## config.mk

```make
export PLATFORM = sky130hd
export DESIGN_NAME = bc_auto_guesser
export DESIGN_NICKNAME = d
export VERILOG_FILES = /design/src/rtl/bc_auto_guesser.sv
export SDC_FILE = /design/constraint.sdc
export NUM_CORES = 1
export LEC_CHECK = 0
export ABC_AREA = 0
export BUFFER_PORTS_ARGS = -buffer_cell sky130_fd_sc_hd__buf_4
export CORE_MARGIN = 5
export CORE_UTILIZATION = 55
export DETAILED_ROUTE_END_ITERATION = 12
export PLACE_DENSITY = 0.76
export RECOVER_POWER = 100
export SLEW_MARGIN = 30
export SYNTH_ARGS = -nofsm -noshare
export SYNTH_HDL_FRONTEND = slang
export SYNTH_SLANG_ARGS = --single-unit
```

## constraint.sdc

```tcl
create_clock -name clk -period 14.03 [get_ports clk]
set_input_delay 4.209 -clock clk [delete_from_list [all_inputs] [get_ports clk]]
set_output_delay 4.209 -clock clk [all_outputs]
set_load 0.1 [all_outputs]
```

## src/rtl/bc_auto_guesser.sv

```systemverilog
// Bulls-and-Cows codebreaker: presents the smallest 4-distinct-digit BCD candidate that is
// consistent with all feedback so far. Optional macro BC_GUESSER_STATS_EN adds scan_cycles.
module bc_auto_guesser #(
    parameter int MAX_TRIES = 8
) (
    input  logic        clk,
    input  logic        rst,
    input  logic        start,
    input  logic        fb_valid,
    input  logic [3:0]  strike,
    input  logic [3:0]  ball,
    output logic [15:0] guess,
    output logic        guess_valid,
    output logic        busy,
    output logic        solved,
    output logic        fail,
    output logic [3:0]  try_count
`ifdef BC_GUESSER_STATS_EN
    ,
    output logic [15:0] scan_cycles
`endif
);

    typedef enum logic [2:0] {
        ST_IDLE,
        ST_SCAN,
        ST_CHECK,
        ST_PRESENT,
        ST_SOLVED,
        ST_FAIL
    } state_t;

    localparam logic [3:0] MAX_T = 4'(MAX_TRIES);

    state_t      state_q, state_d;
    logic [15:0] cand_q, cand_d;
    logic [3:0]  idx_q, idx_d;
    logic [3:0]  hist_cnt_q, hist_cnt_d;
    logic [15:0] guess_q, guess_d;
    logic [3:0]  try_q, try_d;
    logic        guess_valid_q, busy_q, solved_q, fail_q;
    logic        hist_we;

    // Sized to the full 4-bit index range so history pointers never need narrowing.
    logic [15:0] hist_guess [16];
    logic [3:0]  hist_s     [16];
    logic [3:0]  hist_b     [16];

    logic [16:0] cand_inc;
    logic [7:0]  cand_score;
    logic        hist_hit;
    logic [4:0]  fb_sum;

    function automatic logic [16:0] bcd_inc(input logic [15:0] v);
        logic [15:0] r;
        logic        c;
        logic [3:0]  n;
        r = v;
        c = 1'b1;
        for (int i = 0; i < 4; i++) begin
            n = v[i*4 +: 4];
            if (c) begin
                if (n == 4'd9) begin
                    n = 4'd0;
                end else begin
                    n = n + 4'd1;
                    c = 1'b0;
                end
            end
            r[i*4 +: 4] = n;
        end
        return {c, r};
    endfunction

    function automatic logic distinct(input logic [15:0] v);
        logic ok;
        ok = 1'b1;
        for (int i = 0; i < 4; i++)
            for (int j = i + 1; j < 4; j++)
                if (v[i*4 +: 4] == v[j*4 +: 4]) ok = 1'b0;
        return ok;
    endfunction

    function automatic logic [7:0] score(input logic [15:0] a, input logic [15:0] h);
        logic [3:0] s;
        logic [3:0] b;
        s = 4'd0;
        b = 4'd0;
        for (int i = 0; i < 4; i++)
            for (int j = 0; j < 4; j++)
                if (a[i*4 +: 4] == h[j*4 +: 4]) begin
                    if (i == j) s = s + 4'd1;
                    else        b = b + 4'd1;
                end
        return {s, b};
    endfunction

    assign cand_inc   = bcd_inc(cand_q);
    assign cand_score = score(cand_q, hist_guess[idx_q]);
    assign hist_hit   = (cand_score == {hist_s[idx_q], hist_b[idx_q]});
    assign fb_sum     = {1'b0, strike} + {1'b0, ball};

    always_comb begin
        state_d    = state_q;
        cand_d     = cand_q;
        idx_d      = idx_q;
        hist_cnt_d = hist_cnt_q;
        guess_d    = guess_q;
        try_d      = try_q;
        hist_we    = 1'b0;
        if (start) begin
            state_d    = ST_SCAN;
            cand_d     = 16'h0000;
            idx_d      = 4'd0;
            hist_cnt_d = 4'd0;
            try_d      = 4'd0;
        end else begin
            case (state_q)
                ST_SCAN: begin
                    if (!distinct(cand_q)) begin
                        if (cand_inc[16]) state_d = ST_FAIL;
                        else              cand_d  = cand_inc[15:0];
                    end else if (hist_cnt_q == 4'd0) begin
                        state_d = ST_PRESENT;
                        guess_d = cand_q;
                        try_d   = try_q + 4'd1;
                    end else begin
                        state_d = ST_CHECK;
                        idx_d   = 4'd0;
                    end
                end
                ST_CHECK: begin
                    if (!hist_hit) begin
                        if (cand_inc[16]) begin
                            state_d = ST_FAIL;
                        end else begin
                            cand_d  = cand_inc[15:0];
                            state_d = ST_SCAN;
                        end
                    end else if (idx_q == hist_cnt_q - 4'd1) begin
                        state_d = ST_PRESENT;
                        guess_d = cand_q;
                        try_d   = try_q + 4'd1;
                    end else begin
                        idx_d = idx_q + 4'd1;
                    end
                end
                ST_PRESENT: begin
                    if (fb_valid) begin
                        if (fb_sum > 5'd4 || (strike == 4'd3 && ball == 4'd1)) begin
                            state_d = ST_FAIL;
                        end else if (strike == 4'd4) begin
                            state_d = ST_SOLVED;
                        end else begin
                            hist_we    = 1'b1;
                            hist_cnt_d = hist_cnt_q + 4'd1;
                            if (hist_cnt_q + 4'd1 == MAX_T) begin
                                state_d = ST_FAIL;
                            end else if (cand_inc[16]) begin
                                state_d = ST_FAIL;
                            end else begin
                                cand_d  = cand_inc[15:0];
                                state_d = ST_SCAN;
                            end
                        end
                    end
                end
                default: ;
            endcase
        end
    end

    always_ff @(posedge clk) begin
        if (rst) begin
            state_q       <= ST_IDLE;
            cand_q        <= 16'h0000;
            idx_q         <= 4'd0;
            hist_cnt_q    <= 4'd0;
            guess_q       <= 16'h0000;
            try_q         <= 4'd0;
            guess_valid_q <= 1'b0;
            busy_q        <= 1'b0;
            solved_q      <= 1'b0;
            fail_q        <= 1'b0;
        end else begin
            state_q       <= state_d;
            cand_q        <= cand_d;
            idx_q         <= idx_d;
            hist_cnt_q    <= hist_cnt_d;
            guess_q       <= guess_d;
            try_q         <= try_d;
            guess_valid_q <= (state_d == ST_PRESENT);
            busy_q        <= (state_d == ST_SCAN) || (state_d == ST_CHECK);
            solved_q      <= (state_d == ST_SOLVED);
            fail_q        <= (state_d == ST_FAIL);
            if (hist_we) begin
                hist_guess[hist_cnt_q] <= guess_q;
                hist_s[hist_cnt_q]     <= strike;
                hist_b[hist_cnt_q]     <= ball;
            end
        end
    end

    assign guess       = guess_q;
    assign guess_valid = guess_valid_q;
    assign busy        = busy_q;
    assign solved      = solved_q;
    assign fail        = fail_q;
    assign try_count   = try_q;

`ifdef BC_GUESSER_STATS_EN
    logic [15:0] scan_cycles_q;

    always_ff @(posedge clk) begin
        if (rst || start) begin
            scan_cycles_q <= 16'h0000;
        end else if ((state_q == ST_SCAN || state_q == ST_CHECK) && scan_cycles_q != 16'hFFFF) begin
            scan_cycles_q <= scan_cycles_q + 16'd1;
        end
    end

    assign scan_cycles = scan_cycles_q;
`endif

endmodule

```

# Yosys cells after proc, flatten, opt, wreduce, memory -nomap -nowiden

Memory sizes are Yosys's and may differ from the RTL's. A register that Yosys moved wholly into a read port is not among the register bits.
Index checks and enable logic that the tools add are counted.

$add $sub $neg: 23
Magnitude comparators: 1
Eq/ne operators: 52
Multiplexer cells: 87
Bitwise operators: 3
Reduce and logical (&&, ||, !) cells: 12

Operator list:

| kind                  | count |
|---|---|
| $mux W16              | 11 |
| $mux W4               | 35 |
| $eq A4 B4 Y1          | 23 |
| $add A4 B1 Y4 const B | 21 |
| $pmux W16 S3          | 1 |
| $pmux W16 S2          | 1 |
| $mux W3               | 10 |
| $mux W1               | 26 |
| $ne A2 B2 Y1 const B  | 12 |
| $eq A4 B4 Y1 const B  | 5 |
| $pmux W4 S2           | 2 |
| $eq A3 B2 Y1 const B  | 4 |
| $reduce_and A5 Y1     | 2 |
| $pmux W3 S3           | 1 |
| $eq A8 B8 Y1          | 1 |
| $reduce_and A7 Y1     | 1 |
| $eq A3 B1 Y1 const B  | 2 |
| $eq A3 B3 Y1 const B  | 2 |
| $reduce_and A6 Y1     | 1 |
| $add A4 B4 Y5         | 1 |
| $gt A5 B3 Y1 const B  | 1 |
| $eq A4 B1 Y1 const B  | 1 |
| $eq A4 B2 Y1 const B  | 1 |
| $eq A4 B3 Y1 const B  | 1 |
| other kinds (9)       | 12 |

Register bits: 51
Memory bits (writable): 384
Logic and storage cells: 191
Memories kept: 3

Memory list:

| name       | words | bits a word | read ports | clocked after memory_dff | wr ports | RTL line | RTL |
|---|---|---|---|---|---|---|---|
| hist_guess | 16    | 16          | 1          | 1                        | 1        | 45       | `logic [15:0] hist_guess [16];` |
| hist_b     | 16    | 4           | 1          | 1                        | 1        | 47       | `logic [3:0] hist_b [16];` |
| hist_s     | 16    | 4           | 1          | 1                        | 1        | 46       | `logic [3:0] hist_s [16];` |

# Depth between registers and ports, before layout

Depth in word-level cells: 30
Mapped depth: 53
Depth with buffers taken out: 47

# Worst setup path before layout

Ideal clock, no wire load.

Kind: reg2reg
From: register with a tool-made name
To: register guess_q[10], in the netlist guess[10]
Arrival time: 9.330 ns
Slack: 4.628 ns
Cell stages (with the launch flop): 51
Buffers on the path: 8
Period minus slack after synthesis: 9.402 ns
Cells stage by stage: dfxtp_1 -> buf_2 -> buf_2 -> buf_2 -> buf_2 -> buf_2 -> buf_2 -> mux2i_1 -> xnor2_1 -> nand4_1 -> ha_1 -> xnor2_4 -> ha_1 -> nand2_1 -> a21boi_0 -> inv_1 -> ha_1 -> a221oi_2 -> [... 15 more ...] -> a21oi_1 -> nor2b_1 -> ha_1 -> nand2_1 -> nand2_1 -> ha_1 -> xor2_1 -> nand2_1 -> o21ai_0 -> o31ai_1 -> nand3_1 -> a2111oi_2 -> mux2i_4 -> o21ai_1 -> and3b_1 -> buf_4 -> buf_6 -> mux2i_1

RTL lines:

| what                 | RTL line | RTL |
|---|---|---|
| end signal, assigned | 190      | `guess_q <= guess_d;` |
| end, declared        | 39       | `logic [15:0] guess_q, guess_d;` |

==> impl_results.md <==
- DRT iter0 DRCs: between 1k and 1.5k
- Hpwl dp: 28,400 um
- FILL cells: ~2.6k
- Setup-violating endpoint count in the final report: 0
- Cell taking the most area after synthesis: edfxtp_1
- Max Root-Sink Buffers: 3
- Post-synth top flop: edfxtp_1
- Post-synthesis compound-gate area fraction: 0.0436
- FF+latch count, synth: roughly 440
- CP peak stage delay: slightly below 800 ps
- DR vias: around 11k
- Hold_sp: try_count[3]
- FF/Latch Area: roughly 13,000 um^2
- Yosys cell types: 80
- Synth Area in XOR/XNOR: 0.0669
- Placed cell areas: roughly 21,000 um^2
- Routability cong.: between 0.8 and 0.9
- Pre-CTS setup slack: between 3000 and 4000 ps
- Die H: 202 um
- GRT Residual Overflow: 0
- Die width: 202 um
- RSZ-0062 raised after global routing: false
- Syn Inst Count: between 1k and 1.5k
- Setup TNS: 0 ps
- Top post-synthesis cells by area: edfxtp_1, mux4_2, dfxtp_1
- R2R cell count: 47
- Io pins: 36
- Data required, critical path: 14,470 ps
- YS warnings: 0
- CP max FO: 33
- Num CTS Buffers: 44
- PostCTS Resize Cnt: 0
- Crit Path Class: reg2reg
- Layout area overhead: 9.48%
- Clock Latency Late Sink: roughly 580 ps
- Synth Area in Simple Gates: 0.0790
- Root Buffer: clkbuf_16
- VDD IR max: 0.000108 V
- Vias in the first global route: approximately 12k
- Failing checks: capacitance limit, slew limit
- Sequential area share after synthesis: 0.624
- Slew Limit Fails: roughly 210
- First-pass GRT wire length: approximately 71,000 um
- Tightest Hold Check Type: reg2reg
- Syn_nets: ~1.3k
- First drt pass iteration count: 5
- Multi-input gate area: just over 7000 um^2
- Clock slew at reported path FFs: 70 ps
- Initial antenna violation count: 1
- Fmax: roughly 85 MHz
- Sequential share of power: 0.539
- Switching Share: 0.197
- Vias per inst: around 6.2
- Count leader, synth: edfxtp_1
- # clock sinks: approximately 440
- R2R Setup Slk: around 2200 ps
- Post-Syn Area: 20,300 um^2
- Detailed-route wire length: roughly 47,000 um
- Worst setup margin: approximately 2200 ps
- I/O Buffers: 35
- Synth async-reset ratio: 0
- Period utilization: 0.841
- Detailed-route DRC error count: 0
- Status: finished with violations
- Post-Synth Adder-Cell Area: 0.0164
- Largest net degree at the start of global routing: 58
- CTS tree: done
- Crit path capture type: flip-flop
- Clk pwr share: 0.446
- Critical Path AT: between 10,000 and 15,000 ps
- # Max-Cap Violations: 12
- Endpoints failing hold: 0
- Top cells by count, synth: edfxtp_1, mux4_2, mux2i_1
- Fin area: 22,200 um^2
- Mean post-synth cell area: ~16 um^2
- Mux cell area share after synthesis: 0.146
- CTS Hold Buffers Added: 0
- Final core utilization: 0.607
- Hold path cells: 2
- Hold endpoint: try_count[3]
- DIE AREA: between 40,000 and 50,000 um^2
- Wire per inst: roughly 25 um
- Final nets: about 1.4k
- Largest family of logic cells by synthesized area: multiplexers
- Core box area: approximately 37,000 um^2
- Slew HR: -0.529
- Ant diodes: 0
- CP max stage cell: dfxtp_4
- Cell internal pwr: between 2 and 2.5 mW
- Number of synthesized flops with an enable pin: between 300 and 400
- GR Util All Layers: 0.230
- Detail Route Antenna Nets: 0
- Starting Density: 0.554
- Worst-Margin Slew: about 2300 ps
- PwrDens: between 100 and 150 nW/um^2
- Layout Skew: roughly 28 ps
- NetSw: ~0.52 mW
- H-tree depth: 2
- Crit path top cell by count: ha_1
- Setup Fix Bufs, Post-CTS: 0
- Post-route minimum period: between 10,000 and 15,000 ps
- Lkg Pwr: 7.51 nW
- Startpoint class of the critical path: flip-flop
- Yosys top cell area share: 0.569
- Comb pwr share: 0.015
- Number of cell rows: 70
- Share of cells above drive strength 1: 0.151
[stage by stage]
step	total power, mW	std cells	hold WS, ps
after floorplan	1.46	1305	500
after global placement	1.47	1748	481
after detailed placement	1.47	1760	491
after CTS	2.63	1839	501
after global routing	2.69	1839	528
final	2.61	1839	495
[layout by cell type (no fill, tap or decap), types with 45 or more instances in the layout]
master,Yosys,routed
clkbuf_16,0,45
mux4_2,92,92
edfxtp_1,384,384
nor2_1,58,58
dfxtp_1,55,51
xnor2_1,72,73
xor2_1,60,60
nand2_1,52,52
clkbuf_1,33,57
mux2i_1,76,76
[final cells by class]
cell class                      instances  area share
Clock buffer                           52      0.0520
Clock inverter                         27      0.0121
Inverter                               27     0.00457
Multi-Input combinational cell        761       0.321
Sequential cell                       439       0.570
Tap cell                              468      0.0264
Timing Repair Buffer                   65      0.0135
[metal layers]
layer | routed length [um] | part of all wire | global-route usage
met3 | 3210 | 0.069 | 0.0404
met2 | 22600 | 0.49 | 0.371
met1 | 19500 | 0.42 | 0.326
met4 | 1150 | 0.025 | 0.0684
met5 | 20 | 0.00043 | 0
[worst max-delay path by stage]
stage / startpoint / endpoint / slack, ps / cells past startpoint
floorplan: flip-flop / guess[10] / 4630 / 50
global placement: flip-flop / guess[1] / 3090 / 47
detailed placement: flip-flop / flip-flop / 3060 / 47
CTS: flip-flop / guess[10] / 3030 / 47
global route: flip-flop / flip-flop / 1190 / 47
finish: flip-flop / flip-flop / 2230 / 47
[state kept, by name, indices dropped and copies added (netlist names), 3 cells and up, named ones only]
name,cells
cand_q,16
guess,16
hist_b,64
hist_cnt_q,4
hist_guess,256
hist_s,64
idx_q,4
state_q,3
try_count,4
[power groups by stage]
stage | sequential, mW | combinational (mW) | clock [mW]
after floorplan | 1.44 | 0.0224 | 0
after global placement | 1.44 | 0.0379 | 0
after detailed placement | 1.44 | 0.0393 | 0
after CTS | 1.41 | 0.0396 | 1.18
after global routing | 1.41 | 0.0420 | 1.24
final | 1.41 | 0.0386 | 1.17
[kinds of logic after synthesis]
kind of cell	count (synthesis)
multiplexers	178
adder cells (fa/ha/maj)	26
AND/OR/NAND/NOR	290
AO/OA/AOI/OAI	126
XOR/XNOR	141
flip-flops	439
buffers and inverters	105
[critical path, delay by kind of cell (launching register included)]
| family | cells | cell delay (ps) |
|---|---|---|
| AOI/OAI and AO/OA | 9 | 2430 |
| adders and majority gates | 10 | 3020 |
| DFF | 1 | 770 |
| muxes | 5 | 1580 |
| and+or+nand+nor | 14 | 2160 |
| buffers and inverters | 6 | 880 |
| xor gates and xnor gates | 3 | 780 |
(Power assumes the default switching activity.)
